[config.mk]
export PLATFORM = sky130hd
export DESIGN_NAME = uart_rx_fifo
export DESIGN_NICKNAME = d
export VERILOG_FILES = /design/src/rtl/uart_rx_fifo.sv
export SDC_FILE = /design/constraint.sdc
export NUM_CORES = 1
export LEC_CHECK = 0
export CAP_MARGIN = 15
export CELL_PAD_IN_SITES_DETAIL_PLACEMENT = 1
export CELL_PAD_IN_SITES_GLOBAL_PLACEMENT = 1
export CORE_UTILIZATION = 47
export DETAILED_ROUTE_END_ITERATION = 12
export PLACE_DENSITY_LB_ADDON = 0.25
export REMOVE_ABC_BUFFERS = 1
export SKIP_CTS_REPAIR_TIMING = 1
export SLEW_MARGIN = 20
export SYNTH_ARGS = -nofsm -noshare
export SYNTH_HDL_FRONTEND = slang
export SYNTH_SLANG_ARGS = --single-unit
[constraint.sdc]
create_clock -name clk -period 2.1 [get_ports clk]
set_input_delay 0.315 -clock clk [delete_from_list [all_inputs] [get_ports clk]]
set_output_delay 0.315 -clock clk [all_outputs]
set_load 0.01 [all_outputs]
[src/rtl/uart_rx_fifo.sv]
// Receive buffer behind the UART receiver: DEPTH-entry FWFT FIFO with sticky overflow/framing flags (err_count under UART_RX_FIFO_ERR_COUNT_EN).
// Latency: a word captured at edge N is presented on out_valid/out_data after edge N; no combinational rx_* -> out_* path.
// Backpressure: out_valid/out_data hold while out_ready=0; when full a good word is dropped unless a pop frees its slot that cycle.
module uart_rx_fifo #(
    parameter int BIT_WIDTH = 8,
    parameter int DEPTH     = 16
) (
    input  logic                     clk,
    input  logic                     rst,
    input  logic                     rx_ready,
    input  logic                     rx_success,
    input  logic [BIT_WIDTH-1:0]     rx_data,
    output logic                     out_valid,
    input  logic                     out_ready,
    output logic [BIT_WIDTH-1:0]     out_data,
    output logic [$clog2(DEPTH):0]   level,
    output logic                     overflow,
    output logic                     frame_err,
`ifdef UART_RX_FIFO_ERR_COUNT_EN
    output logic [7:0]               err_count,
`endif
    input  logic                     clear_flags
);

    localparam int AW = $clog2(DEPTH);
    localparam int LW = AW + 1;

    logic [BIT_WIDTH-1:0] mem [DEPTH];
    logic [AW-1:0]        wr_ptr;
    logic [AW-1:0]        rd_ptr;

    logic good_frame;
    logic bad_frame;
    logic full;
    logic push;
    logic pop;
    logic drop;

    always_comb begin
        good_frame = rx_ready & rx_success;
        bad_frame  = rx_ready & ~rx_success;
        full       = (level == LW'(DEPTH));
        pop        = out_valid & out_ready;
        // A pop in the same cycle frees the slot, so a full FIFO still accepts.
        push       = good_frame & (~full | pop);
        drop       = good_frame & full & ~pop;
    end

    assign out_valid = (level != '0);
    assign out_data  = mem[rd_ptr];

    always_ff @(posedge clk) begin
        if (push) begin
            mem[wr_ptr] <= rx_data;
        end
    end

    always_ff @(posedge clk) begin
        if (rst) begin
            wr_ptr <= '0;
            rd_ptr <= '0;
            level  <= '0;
        end else begin
            if (push) begin
                wr_ptr <= wr_ptr + AW'(1);
            end
            if (pop) begin
                rd_ptr <= rd_ptr + AW'(1);
            end
            case ({push, pop})
                2'b10:   level <= level + LW'(1);
                2'b01:   level <= level - LW'(1);
                default: level <= level;
            endcase
        end
    end

    // Sticky flags: a set condition in the same cycle as clear_flags wins.
    always_ff @(posedge clk) begin
        if (rst) begin
            overflow  <= 1'b0;
            frame_err <= 1'b0;
        end else begin
            if (drop) begin
                overflow <= 1'b1;
            end else if (clear_flags) begin
                overflow <= 1'b0;
            end
            if (bad_frame) begin
                frame_err <= 1'b1;
            end else if (clear_flags) begin
                frame_err <= 1'b0;
            end
        end
    end

`ifdef UART_RX_FIFO_ERR_COUNT_EN
    // Framing error and overflow drop are mutually exclusive, so at most +1 per cycle.
    always_ff @(posedge clk) begin
        if (rst) begin
            err_count <= 8'd0;
        end else if (bad_frame | drop) begin
            if (clear_flags) begin
                err_count <= 8'd1;
            end else if (err_count != 8'hFF) begin
                err_count <= err_count + 8'd1;
            end
        end else if (clear_flags) begin
            err_count <= 8'd0;
        end
    end
`endif

endmodule
Word-level counts from Yosys, hierarchy flattened
Memories as Yosys holds them, arrays and structs flattened. A register that Yosys moved wholly into a read port is not among the register bits.
Cells that the tools add are included.
{"block": "word_totals", "regBits": 15, "mem_count": 1, "mem_bits_rw": 128, "wordCells": 35, "out_inout_bits": 16, "inputBits": 14}
{"name": "mem", "words": 16, "word_bits": 8, "rd": 1, "rd_ports_with_merged_regs": 1, "wr": 1, "line": "28", "rtl": "logic [BIT_WIDTH-1:0] mem [DEPTH];"}
{"block": "op_classes", "addsub": 4, "mux": 8, "reduce_logical": 4, "n_bitwise": 10, "n_eq_ne": 3}
{"cell": "$pmux W5 S2", "n": 1}
{"cell": "$add A4 B1 Y4 const B", "n": 2}
{"cell": "$mux W4", "n": 2}
{"cell": "$and A1 B1 Y1", "n": 6}
{"cell": "$reduce_bool A2 Y1", "n": 3}
{"cell": "$add A5 B1 Y5 const B", "n": 1}
{"cell": "$eq A5 B5 Y1 const B", "n": 1}
{"cell": "$mux W1", "n": 5}
{"cell": "$reduce_bool A5 Y1", "n": 1}
{"cell": "$sub A5 B1 Y5 const B", "n": 1}
{"cell": "$not A1 Y1", "n": 3}
{"cell": "$eq A2 B1 Y1 const B", "n": 1}
{"cell": "$eq A2 B2 Y1 const B", "n": 1}
{"cell": "$or A1 B1 Y1", "n": 1}

Logic depth before layout (Yosys ltp)
Gate-level depths: netlist (run 1).
{"block": "depth", "depth_word": 6, "ltp_mapped": 8}

Worst setup path after synthesis (run 1)
No wires, ideal clock.
{"block": "synth_path", "kind": "flip-flop to flip-flop", "start": "reg level[1]", "end": "reg level[4]", "stages_incl_launch_ff": 9, "arrival_time_ns": 2.142, "path_slack_ns": -0.166, "path_cell_list": "dfxtp_1 buf_4 nor4_4 a21o_2 xnor2_1 ha_1 o31a_1 o32ai_2 mux2_1"}
{"block": "synth_via", "elab_chain_len": 6}
{"element": "from (decl)", "line": "16", "rtl": "output logic [$clog2(DEPTH):0] level,"}
{"element": "from (signal assigned)", "line": "71", "rtl": "2'b10: level <= level + LW'(1);"}
{"element": "from (signal assigned)", "line": "72", "rtl": "2'b01: level <= level - LW'(1);"}
{"element": "from (signal assigned)", "line": "73", "rtl": "default: level <= level;"}
{"element": "$reduce_bool A5 Y1 / $eq A5 B5 Y1 (equally long branches)", "line": "49, 42"}
{"element": "$and A1 B1 Y1 / $not A1 Y1 (equally long branches)", "line": "43, 45"}
{"element": "$or A1 B1 Y1", "line": "45", "rtl": "push = good_frame & (~full | pop);"}
{"element": "$and A1 B1 Y1", "line": "45"}
{"element": "$eq A2 B1 Y1 / $eq A2 B2 Y1 (equally long branches)", "line": "70", "rtl": "case ({push, pop})"}
{"element": "$pmux W5 S2 / $reduce_bool A2 Y1 (equally long branches)"}
Parallel ways exist; a longest one is shown, timed or not.
A chain may end at the register's enable or synchronous reset.

==> flow_summary.toml, run 1 <==
[synthesis]
ys_types = 48
synth_top_area_frac = 0.6396
synth_xor_area_frac = 0.01020
synth_top_family_by_area = "multiplexers"
yosys-mux-area-fraction = 0.1745
ys_ff_latch = 147
yosysTopAreaCell = "edfxtp_1"
ys_warn_count = 0
syn_avg_cell_area_um2 = 19.83
synth-seq-area-share = 0.7029
synthAdderAreaFrac = 0.01457
synth_edf_count = 128
synthesis.area_mm2 = 0.006010
async_flop_share = 0
synth_cells = 303
synthFlopType = "edfxtp_1"
synth-compound-area-share = 0.03539
yosys-top-cells-area = "edfxtp_1, mux4_1, dfxtp_1"
synth-simple-area-share = 0.04310

[timing]
finalCritPeriodShare = 1.204
rsz0062_at_grt = "yes"
slew_violations = 0
relSlewSlack = 0.2994
finalHoldViolCount = 0
tightest_slew_ns = 1.047
clock_skew_ns = 0.008708
timing.hold.ws_ns = 0.5447
finalCriticalPeriod_ns = 2.529
fmax_ghz = 0.3955
setup_viol = 8
finalWorstSetupSlack_ns = -0.4286

[worst_setup_path]
r2r-start = "level[2]"
critPathBufInv = 2
crit_type = "flip-flop to output port"
worstSetupStartpointType = "flip-flop"
arrival_ns = 2.21
endpoint_kind = "output port"
reg2reg_depth = 7
cp_top_family = "multiplexers"
critPathMaxFanout = 8
cp_slowest_stage_delay_ns = 0.56
worstPathCellList = "buf_12 > mux4_1 > mux4_2 > clkbuf_2"
rrSetupSlack_ns = 0.08
cp_slowest_cell = "mux4_1"
timing.rr.end = "level[4]"
cp.required_ns = 1.78

[run_status]
violations = "setup timing"
status = "finished with violations"

[floorplan]
rows = 40
design.die.area_mm2 = 0.01324
io_pins = 30
core_mm2 = 0.01221
die_w_um = 115.1
die_y_um = 115.1
initial_core_util = 0.4921

[clock_tree]
cts.clk_slew.worst_paths_ns = 0.06
cts_sinks = 147
cts_made_buffers = 17
insertion_delay_ns = 0.42
cts_tree = "yes"
cts_root_buffer = "clkbuf_16"
cts_buffer_depth = 2
h-tree-depth = 4

[placement]
portBuffers = 29
dp_hpwl_mm = 8.727
dp.cells = 528
place_congestion = 0.7650
post-place-ws_ns = -0.4529

[hold_path]
hp-start = "frame_err"
whs_endpoint = "frame_err"
hold_class = "flip-flop to flip-flop"
hold_depth = 2

[cells_and_area]
n_fill_cell = 1120
synthToLayoutAreaGrowth_pct = 22.28
num_antenna_cells = 0
fin_nets = 403
drive_gt1_frac = 0.3418
finalNonFillerCells = 563

[global_route]
grt-ovfl-total = 0
antenna_found_initial = 0
grt_pass1_vias = 3346
grtUsageMet2 = 0.3831
grt_pass1_wl_mm = 20.13
met1_usage = 0.2868
grt_busiest_layer = "met2"
grt_max_degree = 33
grt_usage = 0.2248
gr-usage-met3 = 0.05482

[pwr]
swShare = 0.2589
intPower_mw = 6.232
clock_power_share = 0.359
peakVddDrop_mv = 0.7364
power.leakage_nw = 2.457
pwr-share-comb = 0.240
p_seq_frac = 0.401
power_switching_mw = 2.178
power_density_mw_per_mm2 = 1144

[routing]
vias_per_cell = 5.572
first_iter_violations = 214
wl_mm = 13.76
drt_pass1_iterations = 6
ant_nets = 0
vias = 3137
drc = 0
wl_per_cell_um = 24.44

[job]
cap_viol_max_count = 0
[cells in the final DEF, fill, tap and decap left out, drive strengths merged, types with 3 or more instances in the layout]
cell type      count
inv                7
nand3              4
nor2              27
clkinv             7
clkdlybuf4s50     20
mux4              40
ha                 7
dfxtp             19
edfxtp           128
clkinvlp           4
bufinv             3
nor3               7
buf               47
clkbuf            24
nand2              7
xnor2              3
xor2               4
[state kept, by name, indices dropped and copies added, names as in the netlist, named ones only]
| register | flops |
|---|---|
| wr_ptr | 4 |
| rd_ptr | 4 |
| frame_err | 1 |
| overflow | 1 |
| mem | 128 |
| level | 5 |
[area by class of cell]
cell class	count	area, µm²	share of cell area
clock inverter	15	165.2	0.02248
clock buffer	17	425.4	0.05789
tap	168	210.2	0.02861
sequential	147	4229	0.5755
inverter	6	22.52	0.003065
timing repair buffer	75	695.7	0.09467
multi-input combinational	135	1600	0.2178
[worst min-delay path: cells and delay by family, from the launching register on]
| kind | cells | cell delay [ns] |
|---|---|---|
| DFF | 1 | 0.34 |
| and+or+nand+nor | 1 | 0.10 |
| AOI/OAI and AO/OA | 1 | 0.07 |
[cells by family (layout without fill, tap and decap cells)]
| family | Yosys count | in the layout |
|---|---|---|
| fa+ha+maj | 7 | 7 |
| compound gates | 23 | 23 |
| flops | 147 | 147 |
| xor+xnor | 7 | 7 |
| mux | 44 | 44 |
| simple gates | 54 | 54 |
| buf+inv | 21 | 113 |
[cell usage after synthesis (all sizes together), types with 2 or more instances]
master,count
mux4,40
nand2,7
xor2,4
a21oi,2
a211oi,2
mux2i,2
buf,8
dfxtp,19
nand3,4
a22oi,2
o211ai,2
o21ai,2
nor3,7
nand2b,2
xnor2,3
mux2,2
nor2b,2
ha,7
inv,6
nor2,27
edfxtp,128
clkbuf,7
[worst max path at each step]
stage,to,from,slack (ns),cells after the start
floorplan,out_data[0],flip-flop,-0.53,2
global placement,mem[15][2],rx_success,-0.41,4
detailed placement,mem[15][2],rx_success,-0.45,4
CTS,out_data[5],flip-flop,-0.85,4
global route,out_data[5],flip-flop,-0.49,4
finish,out_data[5],flip-flop,-0.43,4
[through the flow]
| stage | power (mW) | TNS (ns) | util | area, µm² |
|---|---|---|---|---|
| after floorplan | 4.456 | -5.507 | - | 5916 |
| after global placement | 5.263 | -11.90 | 0.5560 | 6790 |
| after detailed placement | 5.327 | -13.89 | 0.5560 | 6790 |
| after CTS | 8.355 | -6.739 | 0.6044 | 7381 |
| after global routing | 8.739 | -3.635 | 0.6017 | 7348 |
| final | 8.410 | -3.101 | 0.6017 | 7348 |
[power by group through the flow]
stage          logic, mW  registers [mW]  clock network (mW)
2_1_floorplan      0.897            3.56                   0
3_3_place_gp        1.85            3.41                   0
3_5_place_dp        1.91            3.42                   0
4_1_cts             1.93            3.36                3.07
5_1_grt             2.18            3.39                3.17
6_report            2.02            3.37                3.02
[layer usage]
layer | up-vias | wire length [µm]
met1 | 1636 | 5842
met3 | 16 | 597
li1 | 1396 | -
met2 | 89 | 7129
met4 | 0 | 191
met5 | - | 0
Power figures use the tool's default switching activity.
==> run 2: changes to the inputs <==
CORE_MARGIN = 1.5   (was not set)
==> flow_summary.toml, run 2 (same netlist as run 1, synthesis figures left out) <==
[routing]
wl_mm = 13.83
vias = 3236
wl_per_cell_um = 23.93
vias_per_cell = 5.599
first_iter_violations = 264
drc = 0
drt_pass1_iterations = 4
ant_nets = 0

[timing]
slew_violations = 0
clock_skew_ns = 0.009233
relSlewSlack = 0.4274
timing.hold.ws_ns = 0.5040
finalWorstSetupSlack_ns = -0.4356
fin_setup_tns_ns = -3.224
finalCriticalPeriod_ns = 2.536
fmax_ghz = 0.3944
tightest_slew_ns = 0.8558
finalHoldViolCount = 0
rsz0062_at_grt = "yes"
setup_viol = 8
finalCritPeriodShare = 1.207

[pwr]
peakVddDrop_mv = 0.7008
power_density_mw_per_mm2 = 1159
power.leakage_nw = 2.561

[worst_setup_path]
endpoint_kind = "output port"
crit_type = "flip-flop to output port"
cp_slowest_cell = "mux4_1"
cp.required_ns = 1.78
critPathMaxFanout = 8
r2r-start = "level[2]"
reg2reg_depth = 7
worstPathCellList = "buf_12 > mux4_1 > mux4_2 > buf_6"
arrival_ns = 2.22
worstSetupStartpointType = "flip-flop"
cp_slowest_stage_delay_ns = 0.55

[cells_and_area]
fin_nets = 415
final_cell_mix = "edfxtp_1, buf_4, mux4_2"
drive_gt1_frac = 0.3498
num_antenna_cells = 0
top_register = "mem"
synthToLayoutAreaGrowth_pct = 24.73
largest_register_ffs = 128
top_regs = "mem: 128 flops, level: 5 flops"
final_common_cell = "edfxtp_1"

[global_route]
antenna_found_initial = 0
grt_usage = 0.2198
grt_pass1_vias = 3510
grt_max_degree = 24
grt-ovfl-total = 0
grt_pass1_wl_mm = 20.32

[run_status]
status = "finished with violations"
violations = "setup timing"

[placement]
portBuffers = 29
dp_hpwl_mm = 8.769
post-place-ws_ns = -0.4013
place_congestion = 0.7986

[floorplan]
design.die.area_mm2 = 0.01347
die_w_um = 116.1
io_pins = 30
rows = 41
die_y_um = 116.1
initial_core_util = 0.4781
core_mm2 = 0.01257

[clock_tree]
cts_made_buffers = 17
cts_tree = "yes"
cts.clk_slew.worst_paths_ns = 0.06
cts_buffer_depth = 2
insertion_delay_ns = 0.42
cts_root_buffer = "clkbuf_16"
h-tree-depth = 4
cts_sinks = 147

[hold_path]
hp-start = "overflow"
hold_class = "flip-flop to flip-flop"
hold_depth = 2

[job]
cap_viol_max_count = 0
[run 2: worst max-delay path, delay by kind of cell, from the launching register on]
family / cells / cell delay [ns]
DFF: 1 / 0.44
muxes: 2 / 1.05
buffers and inverters: 2 / 0.30
[run 2: final cells by class]
cell class | count | area (µm²)
clock inverters | 11 | 185.2
flip-flops and latches | 147 | 4229
multi-input cells | 135 | 1593
well taps | 172 | 215.2
repair buffers | 87 | 814.5
inverters | 6 | 22.52
fillers | 1137 | 5072
clock buffers | 20 | 436.7
[run 2: per-stage QoR]
stage	area [µm²]	std cells	power [mW]	util
2_1_floorplan	5916	288	4.456	-
3_3_place_gp	6898	544	5.329	0.5488
3_5_place_dp	6898	544	5.390	0.5488
4_1_cts	7520	575	8.624	0.5983
5_1_grt	7496	578	9.000	0.5964
6_report	7496	578	8.684	0.5964
[run 2: where the power goes]
part	leakage [nW]	total [mW]	switching (mW)	internal, mW
registers	1.31	3.38	0.105	3.28
clock network	0.301	3.23	1.14	2.09
logic	0.951	2.08	0.919	1.16
[run 2: worst paths after layout]
check / to / slack [ns]
hold / removal: overflow / 0.50
hold reg to reg: overflow / 0.50
setup reg to reg: level[4] / 0.04
setup / recovery: out_data[2] / -0.44
[run 2: layer usage]
layer | global-route usage | vias to the layer above | wire length [µm]
li1 | - | 1416 | -
met1 | 0.2788 | 1660 | 5737
met2 | 0.3478 | 124 | 6891
met3 | 0.06015 | 36 | 760
met4 | 0.1171 | 0 | 441
met5 | 0 | - | 0
==> run 3: changes to the inputs <==
CAP_MARGIN = 20   (was 15)
RECOVER_POWER = 50   (was not set)
==> flow_summary.toml, run 3 (same netlist as run 1, synthesis figures left out) <==
[timing]
fmax_ghz = 0.3951
clock_skew_ns = 0.01156
slew_violations = 0
finalHoldViolCount = 0
finalCritPeriodShare = 1.205
relSlewSlack = 0.4146
setup_viol = 107
tightest_slew_ns = 0.8749
rsz0062_at_grt = "yes"
finalCriticalPeriod_ns = 2.531
finalWorstSetupSlack_ns = -0.4311

[pwr]
clock_power_share = 0.376
pwr-share-comb = 0.232
intPower_mw = 6.440
p_seq_frac = 0.392
power_density_mw_per_mm2 = 1149
peakVddDrop_mv = 0.6896
swShare = 0.2490
power.leakage_nw = 2.550
power_switching_mw = 2.135

[cells_and_area]
finalNonFillerCells = 578
n_fill_cell = 1139
drive_gt1_frac = 0.3325
fin_nets = 415
largest_register_ffs = 128
final_common_cell = "edfxtp_1"
final_cell_mix = "edfxtp_1, buf_4, mux4_2"
top_regs = "mem: 128 flops, level: 5 flops"
final_core_util = 0.5936
multi_input_area_mm2 = 0.001574
seq_area_mm2 = 0.004228
top_register = "mem"
num_antenna_cells = 0
synthToLayoutAreaGrowth_pct = 24.15

[placement]
dp_hpwl_mm = 8.769
post-place-ws_ns = -0.4013
place_congestion = 0.7986
dp.cells = 544
portBuffers = 29

[clock_tree]
h-tree-depth = 4
cts_buffer_depth = 2
cts_sinks = 147
cts.clk_slew.worst_paths_ns = 0.06
cts_root_buffer = "clkbuf_16"
insertion_delay_ns = 0.42
cts_tree = "yes"
cts_made_buffers = 17

[routing]
vias = 3204
drt_pass1_iterations = 4
first_iter_violations = 280
wl_per_cell_um = 23.93
ant_nets = 0
vias_per_cell = 5.543
wl_mm = 13.83
drc = 0

[floorplan]
die_w_um = 116.1
rows = 41
core_mm2 = 0.01257
initial_core_util = 0.4781
design.die.area_mm2 = 0.01347
die_y_um = 116.1
io_pins = 30

[worst_setup_path]
worstSetupStartpointType = "flip-flop"
r2r-start = "level[2]"
endpoint_kind = "output port"
critPathMaxFanout = 8
cp.required_ns = 1.78
arrival_ns = 2.22
crit_type = "flip-flop to output port"

[global_route]
grt_pass1_vias = 3510
grt-ovfl-total = 0
grtUsageMet2 = 0.3478
gr-usage-met3 = 0.06015
grt_busiest_layer = "met2"
grt_usage = 0.2198
met1_usage = 0.2788
grt_max_degree = 24
antenna_found_initial = 0
grt_pass1_wl_mm = 20.32

[job]
cap_viol_max_count = 0

[hold_path]
hold_class = "flip-flop to flip-flop"
hp-start = "overflow"

[run_status]
violations = "setup timing"
status = "finished with violations"
## run 3: cell types whose count changed in the layout (fill, tap and decap cells not counted), moves of 4 or more
cell	delta
clkbuf_1	+4
dlygate4sd3_1	+11
clkdlybuf4s50_1	-11
buf_4	-4
## run 3: cell type report
| type | instances | area share |
|---|---|---|
| clock buffers | 20 | 0.05853 |
| clock inverters | 11 | 0.02482 |
| inverters | 6 | 0.003019 |
| multi-input cells | 135 | 0.2110 |
| flip-flops and latches | 147 | 0.5667 |
| well taps | 172 | 0.02884 |
| repair buffers | 87 | 0.1072 |
## run 3: worst max-delay path: stages (launching register included)
cell and delay (ns):
dfxtp_4 0.44, buf_12 0.16, mux4_1 0.55, mux4_2 0.50, buf_6 0.14
## run 3: metal layers
metal / part of all wire / vias up
met2: 0.50 / 126
met1: 0.41 / 1632
li1: - / 1414
met3: 0.055 / 32
met4: 0.030 / 0
met5: 0 / -
## run 3: power groups by stage
stage               clock (mW)  sequential (mW)  combinational (mW)
floorplan                    0             3.56               0.897
global placement             0             3.41                1.92
detailed placement           0             3.42                1.97
CTS                       3.28             3.36                1.98
global route              3.38             3.37                2.14
finish                    3.23             3.36                1.99
## run 3: worst paths after layout
check	end	slack, ns	cells past startpoint
max	out_data[2]	-0.43	4
min	overflow	0.50	2
max reg2reg	level[4]	-0.15	7
min reg2reg	overflow	0.50	2
## run 3: through the flow
step	area (µm²)	setup TNS (ns)	power [mW]	hold WS, ns
floorplan	5916	-5.507	4.456	0.3841
global placement	6898	-8.110	5.329	0.4814
detailed placement	6898	-14.03	5.390	0.4866
CTS	7520	-6.557	8.624	0.5114
global route	7461	-19.18	8.895	0.5536
finish	7461	-13.85	8.575	0.4958
==> RTL change 1 (config.mk and constraints of run 2) <==
The parameter `BIT_WIDTH` goes from 8 to 6.
--- a/src/rtl/uart_rx_fifo.sv
+++ b/src/rtl/uart_rx_fifo.sv
@@ -2,7 +2,7 @@
 // Latency: a word captured at edge N is presented on out_valid/out_data after edge N; no combinational rx_* -> out_* path.
 // Backpressure: out_valid/out_data hold while out_ready=0; when full a good word is dropped unless a pop frees its slot that cycle.
 module uart_rx_fifo #(
-    parameter int BIT_WIDTH = 8,
+    parameter int BIT_WIDTH = 6,
     parameter int DEPTH     = 16
 ) (
     input  logic                     clk,
Interface: changed (resized out_data and rx_data); port bits go from 30 to 26. No check against the original RTL was run, so the function may have changed too.
==> RTL change 1 against run 2 <==
The flow still finishes with violations (negative setup slack). Sequential cell count fell by 32. Fmax fell by 3.1%. Wire length fell by 19%. Total power fell by 14%. Synthesized cell count fell by 16%. Via count fell by 20%. Final area fell by 20%. Global-route usage rose by 1.4 points. Synthesized area fell by 23%. Worst setup slack got worse by 0.080 ns. Critical endpoint is now out_data[5]. Largest cell class unchanged. Highest routed layer unchanged.
==> RTL change 1: results (changes against run 2) <==
<table>
<tr><th>Metric</th><th>Value</th></tr>
<tr><th colspan="2">Timing</th></tr>
<tr><td>Final setup fails</td><td>7 (-1)</td></tr>
<tr><td>Final critical-path setup slack</td><td>-0.5158 ns (-0.08016 ns)</td></tr>
<tr><th colspan="2">Layout</th></tr>
<tr><td>Nets</td><td>351 (-15%)</td></tr>
<tr><td>Biggest regs</td><td>mem: 96 flops, level: 5 flops</td></tr>
<tr><td>Share of layout cells above drive strength 1</td><td>35.65% (+0.68 points)</td></tr>
<tr><td>Final design area excluding fillers</td><td>5968 um^2 (-20%)</td></tr>
<tr><th colspan="2">Worst setup path</th></tr>
<tr><td>Worst reg2reg setup slack</td><td>-0.05 ns (-0.09 ns)</td></tr>
<tr><td>Max Fanout on Critical Path</td><td>5 (-3)</td></tr>
<tr><td>Data arrival, critical path</td><td>2.30 ns (+0.08 ns)</td></tr>
<tr><td>Depth of the most critical reg-to-reg path</td><td>9 (+2)</td></tr>
<tr><th colspan="2">Min path</th></tr>
<tr><td>Hold Path Stages</td><td>4 (+2)</td></tr>
<tr><td>Tightest Hold Check Type</td><td>input pin to flip-flop</td></tr>
<tr><th colspan="2">Outcome</th></tr>
<tr><td>Violations in the final reports</td><td>negative setup slack</td></tr>
<tr><td>Run status</td><td>finished, violations left</td></tr>
<tr><th colspan="2">GRT</th></tr>
<tr><td>Number of global-route vias before repair</td><td>2840 (-19%)</td></tr>
<tr><td>Wire length of the first global-routing pass</td><td>16660 um (-18%)</td></tr>
<tr><th colspan="2">Place</th></tr>
<tr><td>Port Buffer Count</td><td>25 (-14%)</td></tr>
<tr><td>Area of placed instances</td><td>5293 um^2 (-23%)</td></tr>
<tr><td>Hpwl dp</td><td>6899 um (-21%)</td></tr>
<tr><th colspan="2">Logic synthesis</th></tr>
<tr><td>Share of the yosys chip area belonging to registers</td><td>70.70% (+0.41 points)</td></tr>
<tr><td>Distinct cells, synth</td><td>34 (-29%)</td></tr>
<tr><td>Synth cell count leaders</td><td>edfxtp_1 (96), mux4_2 (30), nor2_1 (30)</td></tr>
<tr><td>Main area contributors after synthesis</td><td>edfxtp_1 (62%), mux4_2 (15%), dfxtp_1 (8.2%)</td></tr>
<tr><th colspan="2">Detailed routing</th></tr>
<tr><td>Drt via density</td><td>5.481 (-2.1%)</td></tr>
<tr><td>Total Wirelength</td><td>11160 um (-19%)</td></tr>
<tr><th colspan="2">Power and ir drop</th></tr>
<tr><td>Peak ir drop on the vdd network</td><td>0.6942 mV (-0.95%)</td></tr>
<tr><th colspan="2">Clocking</th></tr>
<tr><td>CTS Root Buffer Type</td><td>clkbuf_8</td></tr>
</table>
==> RTL change 1: cell types whose count changed after synthesis, sizes merged, moves of 3 or more <==
cell / delta
a21oi: +5
edfxtp: -32
mux4: -10
nand3: -4
nor2: +3
==> RTL change 1: critical path, cell delays in order (launching register included) <==
cell,delay [ns]
dfxtp_4,0.43
buf_12,0.15
mux4_2,0.53
mux4_2,0.52
buf_6,0.15
==> RTL change 1: cell type report <==
| cell class | count | share of cell area (%) |
|---|---|---|
| Sequential cell | 115 | 54.78 |
| Multi-Input combinational cell | 122 | 21.68 |
| Timing Repair Buffer | 70 | 10.71 |
| Clock buffer | 23 | 8.742 |
| Tap cell | 129 | 2.704 |
| Clock inverter | 9 | 1.006 |
| Inverter | 6 | 0.3774 |
==> RTL change 1: metrics by stage <==
stage / std cells / TNS [ns] / hold slack, ns
floorplan: 243 / -3.046 / 0.3796
global placement: 437 / -4.244 / 0.4790
detailed placement: 437 / -10.08 / 0.4965
CTS: 469 / -5.453 / 0.4386
global route: 474 / -3.536 / 0.4845
finish: 474 / -3.026 / 0.4675
==> RTL change 1: kinds of logic after synthesis <==
kind of cell / share of synthesized area, %
multiplexers: 15.75
adder cells (fa/ha/maj): 1.897
AND/OR/NAND/NOR: 5.584
XOR/XNOR: 1.518
buffers and inverters: 1.816
AO/OA/AOI/OAI: 2.738
flip-flops: 70.70
==> RTL change 1: how the worst max path moves through the flow <==
| stage | end | cells past startpoint | start | slack, ns |
|---|---|---|---|---|
| 2_1_floorplan | out_data[0] | 2 | flip-flop | -0.49 |
| 3_3_place_gp | level[4] | 9 | out_ready | -0.32 |
| 3_5_place_dp | level[4] | 9 | out_ready | -0.32 |
| 4_1_cts | out_data[5] | 4 | flip-flop | -0.93 |
| 5_1_grt | out_data[5] | 4 | flip-flop | -0.58 |
| 6_report | out_data[5] | 4 | flip-flop | -0.52 |
==> RTL change 1: layer usage <==
| metal | share of wire [%] | vias up | GRT usage (%) |
|---|---|---|---|
| met1 | 40 | 1351 | 28.00 |
| met3 | 4.2 | 15 | 6.840 |
| met2 | 54 | 78 | 39.89 |
| met4 | 1.6 | 0 | 9.168 |
| met5 | 0 | - | 0 |
| li1 | - | 1154 | - |
==> RTL change 1: power breakdown <==
| group | internal (W) | total [W] | switching, W | leakage (nW) |
|---|---|---|---|---|
| Clock | 0.00174 | 0.00277 | 0.00103 | 0.294 |
| Combinational | 0.00114 | 0.00203 | 0.000883 | 0.773 |
| Sequential | 0.00258 | 0.00269 | 0.000112 | 1.02 |
==> RTL change 2 (config.mk and constraints of run 2) <==
Made on the original files. Register the output `level` once more, cleared by the reset; this adds one clock of latency there. The other outputs are not delayed to match.
--- a/src/rtl/uart_rx_fifo.sv
+++ b/src/rtl/uart_rx_fifo.sv
@@ -25,6 +25,8 @@
     localparam int AW = $clog2(DEPTH);
     localparam int LW = AW + 1;
 
+    logic [$clog2(DEPTH):0] level_s0;
+
     logic [BIT_WIDTH-1:0] mem [DEPTH];
     logic [AW-1:0]        wr_ptr;
     logic [AW-1:0]        rd_ptr;
@@ -39,14 +41,14 @@
     always_comb begin
         good_frame = rx_ready & rx_success;
         bad_frame  = rx_ready & ~rx_success;
-        full       = (level == LW'(DEPTH));
+        full       = (level_s0 == LW'(DEPTH));
         pop        = out_valid & out_ready;
         // A pop in the same cycle frees the slot, so a full FIFO still accepts.
         push       = good_frame & (~full | pop);
         drop       = good_frame & full & ~pop;
     end
 
-    assign out_valid = (level != '0);
+    assign out_valid = (level_s0 != '0);
     assign out_data  = mem[rd_ptr];
 
     always_ff @(posedge clk) begin
@@ -59,7 +61,7 @@
         if (rst) begin
             wr_ptr <= '0;
             rd_ptr <= '0;
-            level  <= '0;
+            level_s0 <= '0;
         end else begin
             if (push) begin
                 wr_ptr <= wr_ptr + AW'(1);
@@ -68,9 +70,9 @@
                 rd_ptr <= rd_ptr + AW'(1);
             end
             case ({push, pop})
-                2'b10:   level <= level + LW'(1);
-                2'b01:   level <= level - LW'(1);
-                default: level <= level;
+                2'b10:   level_s0 <= level_s0 + LW'(1);
+                2'b01:   level_s0 <= level_s0 - LW'(1);
+                default: level_s0 <= level_s0;
             endcase
         end
     end
@@ -111,4 +113,12 @@
     end
 `endif
 
+    always_ff @(posedge clk) begin
+        if (rst) begin
+            level <= '0;
+        end else begin
+            level <= level_s0;
+        end
+    end
+
 endmodule
Function: changed (Yosys sat finds a counterexample within 4 cycles, from zero or initial values and one cycle with rst high).
==> RTL change 2 against run 2 <==
The flow still finishes with violations (negative setup slack). Die area rose by 0.63%. Global-route usage fell by 0.073 points. Synthesized area increased by 0.65%. Critical path depth is 1 higher. Synthesized cell count is 5.6% higher. Total power shrank 2.7%. Wire length decreased by 4.0%. Worst setup slack improved by 0.024 ns. Sequential cell count grew 5. Final area up 0.77%. First-iteration DRC count fell by 11%. Largest cell class unchanged. Largest power group unchanged.
==> RTL change 2: results (changes against run 2) <==
<table>
<tr><th>Metric</th><th>Value</th></tr>
<tr><th colspan="2">Outcome</th></tr>
<tr><td>Run status</td><td>finished, violations left</td></tr>
<tr><td>Violations in the final reports</td><td>negative setup slack</td></tr>
<tr><th colspan="2">Logic synthesis</th></tr>
<tr><td>Distinct cells, synth</td><td>47 (-2.1%)</td></tr>
<tr><td>Synth cell count leaders</td><td>edfxtp_1 (128), mux4_2 (40), nor2_1 (27)</td></tr>
<tr><td>Share of the yosys chip area belonging to registers</td><td>71.49% (+1.2 points)</td></tr>
<tr><th colspan="2">GRT</th></tr>
<tr><td>Wire length of the first global-routing pass</td><td>20500 um (+0.88%)</td></tr>
<tr><td>Global router's overall resource usage</td><td>21.91% (-0.073 points)</td></tr>
<tr><td>Met3 GRT Util</td><td>5.708% (-0.31 points)</td></tr>
<tr><td>Number of global-route vias before repair</td><td>3497 (-0.37%)</td></tr>
<tr><th colspan="2">Layout</th></tr>
<tr><td>Share of layout cells above drive strength 1</td><td>34.12% (-0.86 points)</td></tr>
<tr><td>Biggest regs</td><td>mem: 128 flops, level: 5 flops, level_s0: 5 flops</td></tr>
<tr><td>Number of inserted filler cells in the final layout</td><td>1113 (-2.1%)</td></tr>
<tr><th colspan="2">Place</th></tr>
<tr><td>Area of placed instances</td><td>6878 um^2 (-0.29%)</td></tr>
<tr><td>Worst-case setup slack after placement</td><td>-0.3112 ns (+0.09011 ns)</td></tr>
<tr><td># placed instances</td><td>556 (+2.2%)</td></tr>
<tr><td>Hpwl dp</td><td>8588 um (-2.1%)</td></tr>
<tr><th colspan="2">Worst setup path</th></tr>
<tr><td>Worst reg2reg setup slack</td><td>0.10 ns (+0.06 ns)</td></tr>
<tr><td>Data arrival, critical path</td><td>2.20 ns (-0.02 ns)</td></tr>
<tr><th colspan="2">Timing</th></tr>
<tr><td>Post-Route Hold Slack</td><td>0.4953 ns (-0.008724 ns)</td></tr>
<tr><td>Total negative slack for setup checks</td><td>-2.940 ns (+0.2833 ns)</td></tr>
<tr><td>Post-route clock skew</td><td>0.007082 ns (-0.002151 ns)</td></tr>
<tr><td>Final setup fails</td><td>8 (unchanged)</td></tr>
<tr><td>Final critical-path setup slack</td><td>-0.4118 ns (+0.02389 ns)</td></tr>
<tr><th colspan="2">Detailed routing</th></tr>
<tr><td>Violation count after the first detailed-routing iteration</td><td>235 (-11%)</td></tr>
<tr><th colspan="2">Power and ir drop</th></tr>
<tr><td>Peak ir drop on the vdd network</td><td>0.6800 mV (-3.0%)</td></tr>
<tr><td>Internal power of the cells</td><td>0.006311 W (-3.2%)</td></tr>
</table>
-- RTL change 2: worst max-delay path: stages, from the launching register on --
cell and delay (ns):
dfxtp_4 0.38, buf_12 0.14, buf_6 0.10, mux4_2 0.52, mux4_2 0.50, buf_6 0.14
-- RTL change 2: path summary, 6_finish.rpt --
kind | from | endpoint | cells past startpoint
worst max-delay path | flip-flop | out_data[4] | 5
worst min-delay path | overflow | overflow | 2
worst max register to register | level_s0[2] | mem[0][5] | 8
worst min register to register | overflow | overflow | 2
-- RTL change 2: logic make-up after synthesis --
group | synth area share (%)
AO/OA/AOI/OAI | 3.144
XOR/XNOR | 1.014
adder cells (fa/ha/maj) | 1.448
buffers and inverters | 1.820
flip-flops | 71.49
multiplexers | 16.05
AND/OR/NAND/NOR | 5.027
-- RTL change 2: layout make-up --
cell class | instances | area share [%]
multi-input cells | 145 | 21.58
flip-flops and latches | 152 | 57.35
inverters | 8 | 0.4307
well taps | 172 | 2.849
repair buffers | 89 | 10.60
clock inverters | 12 | 1.458
clock buffers | 19 | 5.731
-- RTL change 2: routing by layer --
metal / routed length (um) / share of wire (%)
met1: 5425 / 41
met2: 6819 / 51
met3: 785 / 5.9
met4: 245 / 1.8
met5: 0 / 0
-- RTL change 2: power groups by stage --
| stage | Clock [W] | Sequential [W] | Combinational (W) |
|---|---|---|---|
| final | 0.00284 | 0.00352 | 0.00209 |
| after global routing | 0.00300 | 0.00354 | 0.00225 |
| after CTS | 0.00289 | 0.00350 | 0.00193 |
| after detailed placement | 0 | 0.00357 | 0.00191 |
| after global placement | 0 | 0.00356 | 0.00185 |
| after floorplan | 0 | 0.00367 | 0.000990 |
